**config.mk**
```make
export PLATFORM = sky130hd
export DESIGN_NAME = pulsegen_div
export DESIGN_NICKNAME = d
export VERILOG_FILES = /design/src/rtl/pulsegen_div_pkg.sv /design/src/rtl/pulsegen_div_shadow.sv /design/src/rtl/pulsegen_div.sv
export SDC_FILE = /design/constraint.sdc
export NUM_CORES = 1
export LEC_CHECK = 0
export CELL_PAD_IN_SITES_DETAIL_PLACEMENT = 1
export CELL_PAD_IN_SITES_GLOBAL_PLACEMENT = 1
export CORE_ASPECT_RATIO = 1.5
export CORE_MARGIN = 8
export CORE_UTILIZATION = 46
export DETAILED_ROUTE_END_ITERATION = 7
export PLACE_DENSITY = 0.93
export SLEW_MARGIN = 10
export SYNTH_ARGS = -nofsm -noshare
export SYNTH_HDL_FRONTEND = slang
export SYNTH_SLANG_ARGS = --single-unit
```
**constraint.sdc**
```tcl
create_clock -name clk -period 6.3 [get_ports clk]
set_clock_uncertainty 0.05 [all_clocks]
set_input_delay 1.26 -clock clk [delete_from_list [all_inputs] [get_ports clk]]
set_output_delay 1.26 -clock clk [all_outputs]
set_load 0.01 [all_outputs]
```
**src/rtl/pulsegen_div_pkg.sv**
```systemverilog
// Shared constants, state encoding and divisor clamp for the pulsegen_div block.
// The optional sync restart input is enabled by PULSEGEN_DIV_SYNC_EN.
package pulsegen_div_pkg;

    localparam logic MODE_SQUARE = 1'b0;
    localparam logic MODE_PULSE  = 1'b1;

    localparam int unsigned MIN_DIV = 2;

    typedef enum logic {
        ST_IDLE = 1'b0,
        ST_RUN  = 1'b1
    } state_t;

    // Divisors of 0 or 1 cannot produce a period with both phases, so they become 2.
    function automatic logic [31:0] clamp_div(input logic [31:0] d);
        return (d < 32'(MIN_DIV)) ? 32'(MIN_DIV) : d;
    endfunction

endpackage

```
**src/rtl/pulsegen_div_shadow.sv**
```systemverilog
// Active/shadow divisor and mode registers: loads go straight to the active copy
// when idle or on a period boundary, otherwise they wait in the shadow.
module pulsegen_div_shadow
    import pulsegen_div_pkg::*;
#(
    parameter int WIDTH       = 8,
    parameter int DEFAULT_DIV = 2
) (
    input  logic             clk,
    input  logic             nrst,
    input  logic             run,
    input  logic             boundary,
    input  logic             div_load,
    input  logic [WIDTH-1:0] div_in,
    input  logic             mode_in,
    output logic [WIDTH-1:0] div_act,
    output logic             mode_act,
    output logic             pending
);

    logic [WIDTH-1:0] div_clamped;
    logic [WIDTH-1:0] div_act_reg;
    logic             mode_act_reg;
    logic [WIDTH-1:0] shadow_div_reg;
    logic             shadow_mode_reg;
    logic             pending_reg;

    assign div_clamped = WIDTH'(clamp_div(32'(div_in)));

    always_ff @(posedge clk) begin
        if (!nrst) begin
            div_act_reg     <= WIDTH'(DEFAULT_DIV);
            mode_act_reg    <= MODE_SQUARE;
            shadow_div_reg  <= WIDTH'(DEFAULT_DIV);
            shadow_mode_reg <= MODE_SQUARE;
            pending_reg     <= 1'b0;
        end else if (!run) begin
            if (div_load) begin
                div_act_reg  <= div_clamped;
                mode_act_reg <= mode_in;
            end
        end else if (boundary) begin
            // A load coinciding with the boundary wins over an older pending value.
            if (div_load) begin
                div_act_reg  <= div_clamped;
                mode_act_reg <= mode_in;
            end else if (pending_reg) begin
                div_act_reg  <= shadow_div_reg;
                mode_act_reg <= shadow_mode_reg;
            end
            pending_reg <= 1'b0;
        end else if (div_load) begin
            shadow_div_reg  <= div_clamped;
            shadow_mode_reg <= mode_in;
            pending_reg     <= 1'b1;
        end
    end

    assign div_act  = div_act_reg;
    assign mode_act = mode_act_reg;
    assign pending  = pending_reg;

endmodule

```
**src/rtl/pulsegen_div.sv**
```systemverilog
// Runtime-programmable clock divider / pulse generator with glitch-free ratio changes.
// Define PULSEGEN_DIV_SYNC_EN to add the sync restart input.
module pulsegen_div
    import pulsegen_div_pkg::*;
#(
    parameter int WIDTH       = 8,
    parameter int DEFAULT_DIV = 2
) (
    input  logic             clk,
    input  logic             nrst,
    input  logic             en,
    input  logic             div_load,
    input  logic [WIDTH-1:0] div_in,
    input  logic             mode_in,
    output logic             clkout,
    output logic             tick,
    output logic             running,
    output logic             pending
`ifdef PULSEGEN_DIV_SYNC_EN
    ,
    input  logic             sync
`endif
);

    localparam logic [WIDTH-1:0] ONE   = WIDTH'(1);
    localparam logic [WIDTH:0]   ONE_W = (WIDTH+1)'(1);

    state_t           state_reg, state_next;
    logic [WIDTH-1:0] p_reg, p_next;
    logic             clkout_reg, clkout_next;
    logic             tick_reg, tick_next;
    logic [WIDTH-1:0] div_act;
    logic             mode_act;
    logic             boundary;
    logic             sync_hit;
    logic             wrap;
    logic [WIDTH:0]   half;
    logic [WIDTH:0]   p_inc;

`ifdef PULSEGEN_DIV_SYNC_EN
    assign sync_hit = sync;
`else
    assign sync_hit = 1'b0;
`endif

    // Computed one bit wider so ratios near 2^WIDTH cannot overflow.
    assign half  = ({1'b0, div_act} + ONE_W) >> 1;
    assign p_inc = {1'b0, p_reg} + ONE_W;
    assign wrap  = (p_reg == div_act - ONE);

    pulsegen_div_shadow #(
        .WIDTH       (WIDTH),
        .DEFAULT_DIV (DEFAULT_DIV)
    ) u_shadow (
        .clk      (clk),
        .nrst     (nrst),
        .run      (state_reg == ST_RUN),
        .boundary (boundary),
        .div_load (div_load),
        .div_in   (div_in),
        .mode_in  (mode_in),
        .div_act  (div_act),
        .mode_act (mode_act),
        .pending  (pending)
    );

    always_ff @(posedge clk) begin
        if (!nrst) begin
            state_reg  <= ST_IDLE;
            p_reg      <= '0;
            clkout_reg <= 1'b0;
            tick_reg   <= 1'b0;
        end else begin
            state_reg  <= state_next;
            p_reg      <= p_next;
            clkout_reg <= clkout_next;
            tick_reg   <= tick_next;
        end
    end

    always_comb begin
        state_next  = state_reg;
        p_next      = '0;
        clkout_next = 1'b0;
        tick_next   = 1'b0;
        boundary    = 1'b0;
        case (state_reg)
            ST_IDLE: begin
                if (en) begin
                    state_next  = ST_RUN;
                    clkout_next = 1'b1;
                    tick_next   = 1'b1;
                end
            end
            ST_RUN: begin
                if (sync_hit) begin
                    boundary    = 1'b1;
                    clkout_next = 1'b1;
                    tick_next   = 1'b1;
                end else if (wrap) begin
                    // en is only honoured here, so a period is never cut short.
                    boundary = 1'b1;
                    if (en) begin
                        clkout_next = 1'b1;
                        tick_next   = 1'b1;
                    end else begin
                        state_next = ST_IDLE;
                    end
                end else begin
                    p_next      = p_inc[WIDTH-1:0];
                    clkout_next = (mode_act == MODE_SQUARE) && (p_inc < half);
                end
            end
            default: state_next = ST_IDLE;
        endcase
    end

    assign clkout  = clkout_reg;
    assign tick    = tick_reg;
    assign running = (state_reg == ST_RUN);

endmodule

```
==> out/qor.log, run 1 <==
INFO  status         run_status=complete, no violations
INFO  critical_path  timing.critical_path.cells=clkdlybuf4s50_1 -> inv_1 -> or2_2 -> mux2i_1
INFO  grt            gr-usage-all-layers=0.167
INFO  sta            final_setup_violation_count=0
INFO  clock_tree     postCtsHoldBufs=0
INFO  routing        num_vias=1581
INFO  power_and_ir_drop clkPwrFrac=0.353
INFO  clock_tree     post_cts_buffers=0
INFO  critical_path  critical_path_required=6.47ns
INFO  synth          syn_area=1810um2
INFO  clock_tree     clock_input_transition_at_the_sequential_cells_of_the_worst_setup_and_hold_paths=0.07ns
INFO  grt            initial_antenna_violation_count=0
INFO  critical_path  crit_arrival=3.12ns
INFO  power_and_ir_drop swShare=0.299
INFO  sta            rsz0062_at_grt=false
INFO  routing        finalWirelength=4730um
INFO  sta            worst_slack_setup_final=3.34ns
INFO  clock_tree     cts-root-to-sink-buffers=2
INFO  power_and_ir_drop totalPowerFinal=0.476mW
INFO  power_and_ir_drop max-vdd-ir-drop=179uV
INFO  clock_tree     htreeDepth=2
INFO  grt            grt_start_max_net_pins=21
INFO  final_layout   num-fill-cells=488
INFO  sta            finalMaxSlewViolations=0
INFO  clock_tree     clock_insertion_delay_worst_skew=0.29ns
INFO  grt            first_global_vias=1726
INFO  sta            max-slew-margin-rel=0.243
INFO  synth          synth.yosys.warnings=0
INFO  clock_tree     clock_sinks=30
INFO  floorplanning  die_w=67.2um
INFO  place          placedCellCount=262
INFO  critical_path  endpoint_kind=register
INFO  place          dpl_cell_area=1960um2
INFO  critical_path  crit_start=nrst
INFO  sta            timing.setup.tns=0ns
INFO  synth          mappedNetlistNets=237
INFO  power_and_ir_drop cellInternalPower=0.334mW
INFO  power_and_ir_drop power_per_cell_area=232nW/um2
INFO  routing        detail_route.first_pass.iterations=4
INFO  critical_path  crit-reg2reg-launch=u_shadow.div_act[0]
INFO  synth          seq_area_frac_synth=0.332
INFO  grt            aggregate_global_routing_overflow=0
INFO  critical_path  critical_path.slowest_cell=sky130_fd_sc_hd__clkdlybuf4s50_1
INFO  final_layout   post_route_cells_drive_above_1_share=0.0756
INFO  clock_tree     total_clock_buffers_created_by_cts=5
INFO  clock_tree     cts_tree=done
INFO  final_layout   synthToLayoutAreaGrowth=13.7%
INFO  critical_path  critical-path-max-stage-delay=0.95ns
INFO  final_layout   nNetsFinal=247
INFO  routing        detailedRoute.firstIterationViolations=42
INFO  synth          netlist_instances=214
INFO  synth          synth_enable_flop_cells=0
INFO  floorplanning  floorplan.initialDensity=0.469
INFO  place          post-dp-hpwl=3600um
INFO  power_and_ir_drop power.share.combinational=0.190
INFO  floorplanning  placementRows=28
INFO  clock_tree     cts.root.buffer_cell=sky130_fd_sc_hd__clkbuf_8
INFO  floorplanning  floorplan.io_pins=17
INFO  final_layout   finalCoreUtilization=0.534
INFO  sta            finalHoldWorstSlack=0.413ns
INFO  place          pre_cts_slack=3.05ns
INFO  routing        detail_route.vias_per_cell=5.86
INFO  floorplanning  die_h=92.8um
INFO  routing        detail_route.drc_violations=0
INFO  place          port_buffer_count=16
INFO  hold_path      min-delay-path-class=register to register
INFO  hold_path      min-delay-start=u_shadow.shadow_div_reg[5]
INFO  place          routabilityCongestion=0.811
INFO  power_and_ir_drop power.sequential.fraction=0.458
INFO  floorplanning  core=3850um2
INFO  synth          syn-mean-instance-area=8.45um2
INFO  grt            grt_pass1_wl=8070um
INFO  run            max_cap_violations=0
INFO  sta            timing.final.crit_period=2.96ns
INFO  final_layout   finish.instance_area=2060um2
INFO  synth          ys_seq_elements=30
INFO  sta            layout_worst_path_cycle_share=0.469
INFO  synth          ys_types=42
INFO  final_layout   antenna-diode-count=0
INFO  sta            final_hold_viol_count=0
INFO  sta            worstMarginPinSlew=1.14ns
INFO  routing        route.detailed.wl_per_inst=17.5um
INFO  power_and_ir_drop static_leak=0.812nW
INFO  sta            fmax=0.338GHz
INFO  final_layout   finalNonFillerCells=270
INFO  critical_path  worst-setup-path-type=primary input to register
INFO  floorplanning  dieArea=6240um2
INFO  critical_path  timing.critical_path.from_type=primary input
INFO  clock_tree     cts_resized=0
INFO  routing        route.antenna.remaining_nets=0
INFO  critical_path  crit_path_max_fanout=20
INFO  synth          async_flop_share=0
INFO  synth          synth_flop_cell=sky130_fd_sc_hd__dfxtp_1
INFO  power_and_ir_drop switchingPower=0.142mW
placed cells by master (no fill, tap or decap), types with 9 or more instances in the layout:
master and n:
sky130_fd_sc_hd__nand3_1 11, sky130_fd_sc_hd__clkdlybuf4s50_1 16, sky130_fd_sc_hd__xor2_1 12, sky130_fd_sc_hd__nor2_1 20, sky130_fd_sc_hd__nand2_1 24, sky130_fd_sc_hd__a221oi_1 9, sky130_fd_sc_hd__ha_1 10, sky130_fd_sc_hd__dfxtp_1 30
sky130_fd_sc_hd__xnor2_1 9, sky130_fd_sc_hd__mux2i_1 11
critical path: cells and delay by family:
kind / cells / cell delay [ns]
buf+inv: 2 / 1.33
simple gates: 1 / 0.38
mux: 1 / 0.14
cells in the mapped netlist (all sizes together) (2+ instances only):
cell	n	share of area
o21ai	5	0.014
xor2	12	0.058
o22ai	7	0.024
nand3b	2	0.0083
nand2	24	0.050
a21oi	5	0.014
dfxtp	30	0.33
a21boi	2	0.0083
mux2i	11	0.061
a221oi	9	0.044
nor2b	7	0.024
clkbuf	8	0.017
nor3	3	0.0083
inv	7	0.015
a311oi	2	0.0097
or2	2	0.0069
and3	4	0.015
xnor2	9	0.044
nand4	2	0.0069
nor2	20	0.041
nand3	11	0.030
ha	10	0.069
buf	6	0.023
layout make-up:
cell class                      count  area (um2)  area share
Clock buffer                        6        82.6      0.0401
Clock inverter                      2        12.5     0.00608
Inverter                            7        26.3      0.0128
Multi-Input combinational cell    163        1110       0.540
Sequential cell                    30         601       0.292
Tap cell                           45        56.3      0.0274
Timing Repair Buffer               17         168      0.0815
metal layers:
metal / global-route usage / wire length, um / part of all wire
met1: 0.161 / 1810 / 0.38
met2: 0.317 / 2660 / 0.56
met3: 0.0435 / 133 / 0.028
met4: 0.0683 / 136 / 0.029
met5: 0 / 0 / 0
power groups by stage:
stage	combinational, mW	sequential (mW)	clock, mW
finish	0.0903	0.218	0.168
floorplan	0.0694	0.213	0
global placement	0.0864	0.221	0
detailed placement	0.0895	0.222	0
global route	0.101	0.220	0.180
CTS	0.0910	0.218	0.172
kinds of logic after synthesis:
kind of cell	Yosys count	synth area share
AND/OR/NAND/NOR	82	0.224
AO/OA/AOI/OAI	39	0.158
XOR/XNOR	21	0.102
adder cells (fa/ha/maj)	10	0.0692
flip-flops	30	0.332
multiplexers	11	0.0609
buffers and inverters	21	0.0539
worst paths after layout:
kind	end	slack, ns	depth (start not counted)
worst max-delay path	u_shadow.shadow_div_reg[0]	3.34	4
worst min-delay path	u_shadow.shadow_div_reg[5]	0.41	2
worst max register to register	clkout	3.59	9
worst min register to register	u_shadow.shadow_div_reg[5]	0.41	2
(Power assumes the default switching activity.)
==> inputs of run 2 (changes only) <==
- CORE_UTILIZATION: 46 -> 43
- PLACE_DENSITY: 0.93 -> 0.88
- clock period: 6.3 -> 3.07 ns (I/O delays scaled with it)
==> run 2 against run 1 <==
  * Cell count up 0.74%
  * Clock-buffer cell count did not move
  * Non-clock buffer count rose by 1
  * Combinational power grew 110%
  * Sequential power rose by 110%
  * Highest routed layer unchanged
==> out/qor.log, run 2 (same netlist as run 1, synthesis figures left out) <==
INFO  status         run_status=complete, no violations
INFO  place          post-dp-hpwl=3650um [+1.2%]
INFO  sta            max-slew-margin-rel=0.240 [-0.00357]
INFO  power_and_ir_drop power_per_cell_area=472nW/um2 [+100%]
INFO  critical_path  endpoint_kind=register
INFO  clock_tree     clock_insertion_delay_worst_skew=0.29ns [about the same]
INFO  power_and_ir_drop cellInternalPower=0.686mW [+110%]
INFO  sta            rsz0062_at_grt=false
INFO  final_layout   antenna-diode-count=0 [unchanged]
INFO  final_layout   most_used_cells_in_the_layout_excluding_fill_and_tap_cells=sky130_fd_sc_hd__dfxtp_1, sky130_fd_sc_hd__nand2_1, sky130_fd_sc_hd__nor2_1
INFO  run            max_cap_violations=0 [unchanged]
INFO  power_and_ir_drop max-vdd-ir-drop=372uV [+110%]
INFO  clock_tree     htreeDepth=2 [unchanged]
INFO  floorplanning  core=4140um2 [+7.3%]
INFO  critical_path  critical_path.slowest_cell=sky130_fd_sc_hd__a21oi_1
INFO  power_and_ir_drop power.share.combinational=0.194 [+0.004]
INFO  grt            grt_start_max_net_pins=21 [unchanged]
INFO  clock_tree     cts_resized=0 [unchanged]
INFO  clock_tree     clock_input_transition_at_the_sequential_cells_of_the_worst_setup_and_hold_paths=0.07ns [about the same]
INFO  routing        detail_route.drc_violations=0 [unchanged]
INFO  critical_path  critical_path_required=3.23ns [-3.24 ns]
INFO  sta            finalMaxSlewViolations=0 [unchanged]
INFO  critical_path  crit_path_max_fanout=9 [-55%]
INFO  power_and_ir_drop power.sequential.fraction=0.459 [about the same]
INFO  final_layout   synthToLayoutAreaGrowth=14.2%
INFO  routing        num_vias=1623 [+2.7%]
INFO  critical_path  timing.reg2reg.worst_path_depth=8 [-1]
INFO  clock_tree     post_cts_buffers=0 [unchanged]
INFO  critical_path  worst-setup-path-type=register to register
INFO  power_and_ir_drop static_leak=0.817nW [+0.59%]
INFO  hold_path      min-delay-start=u_shadow.shadow_div_reg[7]
INFO  critical_path  crit-reg2reg-launch=u_shadow.div_act[0]
INFO  routing        detailedRoute.firstIterationViolations=66 [+57%]
INFO  sta            layout_worst_path_cycle_share=0.865
INFO  clock_tree     cts.root.buffer_cell=sky130_fd_sc_hd__clkbuf_8
INFO  place          port_buffer_count=16 [unchanged]
INFO  floorplanning  die_w=69.0um [+2.6%]
INFO  hold_path      whs_path_depth=2 [unchanged]
INFO  critical_path  timing.critical_path.cells=inv_1 -> ha_1 -> nor3b_2 -> xor2_1 -> nand3_1 -> a31oi_1 -> a21oi_1 -> mux2i_1
INFO  critical_path  crit_arrival=2.82ns [-0.30 ns]
INFO  routing        finalWirelength=4820um [+1.9%]
INFO  final_layout   commonest_non_fill_non_tap_cell_in_the_layout=sky130_fd_sc_hd__dfxtp_1
INFO  clock_tree     clock_sinks=30 [unchanged]
INFO  critical_path  critical-path-max-stage-delay=0.88ns [-0.07 ns]
INFO  grt            grt_pass1_wl=8180um [+1.4%]
INFO  critical_path  timing.critical_path.from_type=register
INFO  clock_tree     cts_tree=done
INFO  clock_tree     cts-root-to-sink-buffers=2 [unchanged]
INFO  final_layout   post_route_cells_drive_above_1_share=0.0796 [+0.00409]
INFO  routing        route.detailed.wl_per_inst=17.7um [+1.1%]
INFO  power_and_ir_drop clkPwrFrac=0.347 [-0.006]
INFO  critical_path  r2r-end=u_shadow.shadow_div_reg[5]
INFO  final_layout   num-fill-cells=525 [+7.6%]
INFO  floorplanning  floorplan.initialDensity=0.437 [-0.0321]
INFO  critical_path  r2r_setup_slack=0.41ns [-3.18 ns]
INFO  routing        detail_route.vias_per_cell=5.97 [+1.9%]
INFO  sta            timing.setup.tns=0ns [unchanged]
INFO  sta            fmax=0.377GHz
INFO  floorplanning  placementRows=29 [+3.6%]
INFO  hold_path      min-delay-path-class=register to register
INFO  power_and_ir_drop swShare=0.297 [-0.00214]
INFO  grt            initial_antenna_violation_count=0 [unchanged]
INFO  sta            final_setup_violation_count=0 [unchanged]
INFO  final_layout   finish.instance_area=2070um2 [+0.43%]
INFO  routing        detail_route.first_pass.iterations=4 [unchanged]
INFO  grt            first_global_vias=1776 [+2.9%]
INFO  floorplanning  floorplan.io_pins=17 [unchanged]
INFO  place          routabilityCongestion=0.842 [+3.9%]
INFO  final_layout   nNetsFinal=248 [+0.40%]
INFO  clock_tree     postCtsHoldBufs=0 [unchanged]
INFO  sta            final_hold_viol_count=0 [unchanged]
INFO  grt            gr-usage-all-layers=0.163 [-0.00473]
INFO  grt            aggregate_global_routing_overflow=0 [unchanged]
INFO  floorplanning  dieArea=6580um2 [+5.5%]
INFO  hold_path      min_to=u_shadow.shadow_div_reg[7]
INFO  place          dpl_cell_area=1970um2 [+0.45%]
INFO  sta            worstMarginPinSlew=1.14ns [+0.00535 ns]
INFO  floorplanning  die_h=95.4um [+2.8%]
INFO  routing        route.antenna.remaining_nets=0 [unchanged]
INFO  clock_tree     total_clock_buffers_created_by_cts=5 [unchanged]
INFO  sta            timing.final.crit_period=2.66ns
INFO  power_and_ir_drop switchingPower=0.290mW [+100%]
-- run 2: changes by cell type in the layout (fill, tap and decap cells not counted) --
| cell | change |
|---|---|
| sky130_fd_sc_hd__buf_4 | +1 |
-- run 2: worst max-delay path by stage --
stage,startpoint,endpoint,slack (ns),cells after the start
global route,u_shadow.div_act[0],u_shadow.shadow_div_reg[2],0.17,8
floorplan,u_shadow.div_act[0],u_shadow.div_act[1],0.75,9
global placement,u_shadow.div_act[0],u_shadow.shadow_div_reg[7],0.52,8
CTS,u_shadow.div_act[0],u_shadow.shadow_div_reg[5],0.39,8
finish,u_shadow.div_act[0],u_shadow.shadow_div_reg[5],0.41,8
detailed placement,u_shadow.div_act[0],u_shadow.shadow_mode_reg,0.39,8
-- run 2: worst max-delay path: cells and delay by family, from the launching register on --
kind	cells	cell delay, ns
DFF	1	0.48
AOI/OAI and AO/OA	2	1.00
buffers and inverters	1	0.08
muxes	1	0.29
and+or+nand+nor	2	0.29
xor gates and xnor gates	1	0.16
adders and majority gates	1	0.22
-- run 2: power by group through the flow --
| stage | clock (mW) | combinational, mW | sequential [mW] |
|---|---|---|---|
| 2_1_floorplan | 0 | 0.142 | 0.437 |
| 3_3_place_gp | 0 | 0.180 | 0.454 |
| 3_5_place_dp | 0 | 0.187 | 0.456 |
| 4_1_cts | 0.345 | 0.191 | 0.448 |
| 5_1_grt | 0.359 | 0.210 | 0.452 |
| 6_report | 0.338 | 0.189 | 0.448 |
-- run 2: layout make-up --
class	instances	area [um2]	share of cell area
timing repair buffer	18	175	0.0848
sequential	30	601	0.291
tap	46	57.6	0.0279
clock buffer	6	82.6	0.0400
multi-input combinational	163	1110	0.538
clock inverter	2	12.5	0.00606
inverter	7	26.3	0.0127
-- run 2: stage by stage --
step	setup WS [ns]	utilization	hold WS [ns]	instances	power, mW
final	0.415	0.499	0.421	272	0.976
after global routing	0.167	0.499	0.433	272	1.02
after CTS	0.388	0.499	0.418	272	0.984
after detailed placement	0.395	0.476	0.407	264	0.644
after global placement	0.520	0.476	0.388	264	0.634
after floorplan	0.745	-	0.382	214	0.580
-- run 2: per-layer routing --
layer,wire (um),global-route usage
met5,0,0
met4,126,0.0790
met3,91,0.0388
met2,2700,0.310
met1,1900,0.151
==> inputs of run 3 (changes only) <==
- CELL_PAD_IN_SITES_DETAIL_PLACEMENT: 1 -> not set
- CELL_PAD_IN_SITES_GLOBAL_PLACEMENT: 1 -> not set
- CORE_UTILIZATION: 43 -> 55
- PLACE_DENSITY: 0.88 -> 0.86
==> run 3 against run 2 <==
  * Die area fell by 18%
  * Core utilization grew 17 points
  * Sequential share of layout area shrank 0.55 points
  * Largest cell class unchanged
==> out/qor.log, run 3 (same netlist as run 1, synthesis figures left out) <==
INFO  grt            first_global_vias=1629 [-8.3%]
INFO  grt            met3_usage=0.0335 [-0.00528]
INFO  power_and_ir_drop switchingPower=0.279mW [-3.6%]
INFO  final_layout   synthToLayoutAreaGrowth=16.4%
INFO  power_and_ir_drop swShare=0.247 [-0.0499]
INFO  floorplanning  core=3160um2 [-24%]
INFO  final_layout   finish.instance_area=2110um2 [+1.9%]
INFO  clock_tree     cts-root-to-sink-buffers=2 [unchanged]
INFO  clock_tree     clock_sinks=30 [unchanged]
INFO  routing        num_vias=1590 [-2.0%]
INFO  routing        detail_route.first_pass.iterations=4 [unchanged]
INFO  place          routabilityCongestion=0.822 [-2.5%]
INFO  power_and_ir_drop clkPwrFrac=0.444 [+0.097]
INFO  floorplanning  floorplan.initialDensity=0.573 [+0.135]
INFO  floorplanning  floorplan.io_pins=17 [unchanged]
INFO  power_and_ir_drop power.share.combinational=0.161 [-0.033]
INFO  power_and_ir_drop totalPowerFinal=1.13mW [+16%]
INFO  place          post-dp-hpwl=3000um [-18%]
INFO  floorplanning  die_w=62.8um [-8.9%]
INFO  clock_tree     clock_input_transition_at_the_sequential_cells_of_the_worst_setup_and_hold_paths=0.07ns [about the same]
INFO  place          port_buffer_count=16 [unchanged]
INFO  final_layout   antenna-diode-count=0 [unchanged]
INFO  place          pre_cts_slack=0.488ns [+0.0927 ns]
INFO  sta            final_setup_violation_count=0 [unchanged]
INFO  power_and_ir_drop max-vdd-ir-drop=576uV [+55%]
INFO  final_layout   most_used_cells_in_the_layout_excluding_fill_and_tap_cells=sky130_fd_sc_hd__dfxtp_1, sky130_fd_sc_hd__nand2_1, sky130_fd_sc_hd__nor2_1
INFO  grt            met2_usage=0.309 [-0.000872]
INFO  sta            worstMarginPinSlew=1.13ns [-0.0130 ns]
INFO  critical_path  crit_arrival=2.76ns [-0.06 ns]
INFO  sta            max-slew-margin-rel=0.248 [+0.00867]
INFO  clock_tree     post_cts_buffers=0 [unchanged]
INFO  floorplanning  dieArea=5420um2 [-18%]
INFO  status         run_status=complete, no violations
INFO  final_layout   commonest_non_fill_non_tap_cell_in_the_layout=sky130_fd_sc_hd__dfxtp_1
INFO  power_and_ir_drop power.sequential.fraction=0.395 [-0.064]
INFO  final_layout   finalNonFillerCells=266 [-2.2%]
INFO  sta            layout_worst_path_cycle_share=0.848 [-0.0165]
INFO  place          placedCellCount=258 [-2.3%]
INFO  grt            grt_pass1_wl=6910um [-16%]
INFO  sta            worst_slack_setup_final=0.466ns [+0.0508 ns]
INFO  clock_tree     cts_resized=0 [unchanged]
INFO  critical_path  critical_path_required=3.23ns [about the same]
INFO  critical_path  timing.critical_path.from_type=register
INFO  final_layout   finalCoreUtilization=0.667 [+0.167]
INFO  grt            aggregate_global_routing_overflow=0 [unchanged]
INFO  routing        finalWirelength=4020um [-17%]
INFO  clock_tree     total_clock_buffers_created_by_cts=5 [unchanged]
INFO  routing        detailedRoute.firstIterationViolations=44 [-33%]
INFO  critical_path  crit_path_max_fanout=9 [unchanged]
INFO  routing        route.antenna.remaining_nets=0 [unchanged]
INFO  clock_tree     htreeDepth=2 [unchanged]
INFO  final_layout   nNetsFinal=248 [unchanged]
INFO  clock_tree     cts_tree=done
INFO  hold_path      min-delay-path-class=register to register
INFO  floorplanning  die_h=86.2um [-9.6%]
INFO  grt            initial_antenna_violation_count=0 [unchanged]
INFO  critical_path  worst-setup-path-type=register to register
INFO  clock_tree     clock_insertion_delay_worst_skew=0.29ns [about the same]
INFO  grt            top_usage_layer_grt=met2
INFO  power_and_ir_drop static_leak=0.841nW [+3.0%]
INFO  sta            timing.final.crit_period=2.60ns [-0.0508 ns]
INFO  grt            grt_start_max_net_pins=19 [-9.5%]
INFO  grt            gr-usage-met1=0.143 [-0.00803]
INFO  final_layout   num-fill-cells=274 [-48%]
INFO  sta            finalMaxSlewViolations=0 [unchanged]
INFO  floorplanning  placementRows=25 [-14%]
INFO  sta            finalHoldWorstSlack=0.411ns [-0.00904 ns]
INFO  final_layout   post_route_cells_drive_above_1_share=0.0796 [unchanged]
INFO  grt            gr-usage-all-layers=0.154 [-0.00902]
INFO  place          dpl_cell_area=1960um2 [-0.38%]
INFO  power_and_ir_drop cellInternalPower=0.852mW [+24%]
INFO  sta            rsz0062_at_grt=false
INFO  sta            timing.setup.tns=0ns [unchanged]
INFO  routing        detail_route.vias_per_cell=5.98 [+0.18%]
INFO  clock_tree     postCtsHoldBufs=0 [unchanged]
INFO  run            max_cap_violations=0 [unchanged]
INFO  sta            fmax=0.384GHz [+2.0%]
INFO  routing        route.detailed.wl_per_inst=15.1um [-15%]
INFO  routing        detail_route.drc_violations=0 [unchanged]
INFO  clock_tree     cts.root.buffer_cell=sky130_fd_sc_hd__clkbuf_8
INFO  sta            final_hold_viol_count=0 [unchanged]
INFO  critical_path  endpoint_kind=register
INFO  power_and_ir_drop power_per_cell_area=537nW/um2 [+14%]
## run 3: cell count changes in the layout (fill, tap and decap cells not counted)
cell                         change
sky130_fd_sc_hd__bufinv_16       +2
sky130_fd_sc_hd__clkinv_2        -1
sky130_fd_sc_hd__clkinvlp_4      -1
## run 3: routing by layer
metal | vias up | wire (um) | part of all wire
met1 | 768 | 1550 | 0.39
met5 | - | 0 | 0
met3 | 9 | 123 | 0.031
li1 | 779 | - | -
met4 | 0 | 68 | 0.017
met2 | 34 | 2280 | 0.57
## run 3: critical path, stage by stage, from the launching register on
cell and delay [ns]:
sky130_fd_sc_hd__dfxtp_1 0.47, sky130_fd_sc_hd__inv_1 0.08, sky130_fd_sc_hd__ha_1 0.22, sky130_fd_sc_hd__nor3b_2 0.18, sky130_fd_sc_hd__xor2_1 0.16, sky130_fd_sc_hd__nand3_1 0.11
sky130_fd_sc_hd__a31oi_1 0.12, sky130_fd_sc_hd__a21oi_1 0.87, sky130_fd_sc_hd__mux2i_1 0.28
## run 3: final cells by class
cell class / instances / area (um2) / area share
Sequential cell: 30 / 601 / 0.285
Clock buffer: 6 / 82.6 / 0.0392
Inverter: 7 / 26.3 / 0.0125
Tap cell: 40 / 50.0 / 0.0238
Clock inverter: 2 / 60.1 / 0.0285
Timing Repair Buffer: 18 / 175 / 0.0832
Multi-Input combinational cell: 163 / 1110 / 0.528
## run 3: path summary, 6_finish.rpt
check	from	end	slack, ns	cells after the start
max reg2reg	u_shadow.div_act[0]	u_shadow.shadow_div_reg[1]	0.47	8
max	u_shadow.div_act[0]	u_shadow.shadow_div_reg[1]	0.47	8
min reg2reg	u_shadow.shadow_div_reg[5]	u_shadow.shadow_div_reg[5]	0.41	2
min	u_shadow.shadow_div_reg[5]	u_shadow.shadow_div_reg[5]	0.41	2
## run 3: power by group through the flow
stage          Sequential [mW]  Combinational (mW)  Clock [mW]
4_1_cts                  0.446               0.184       0.503
5_1_grt                  0.450               0.203       0.520
3_5_place_dp             0.455               0.181           0
3_3_place_gp             0.453               0.176           0
6_report                 0.446               0.183       0.502
2_1_floorplan            0.437               0.142           0
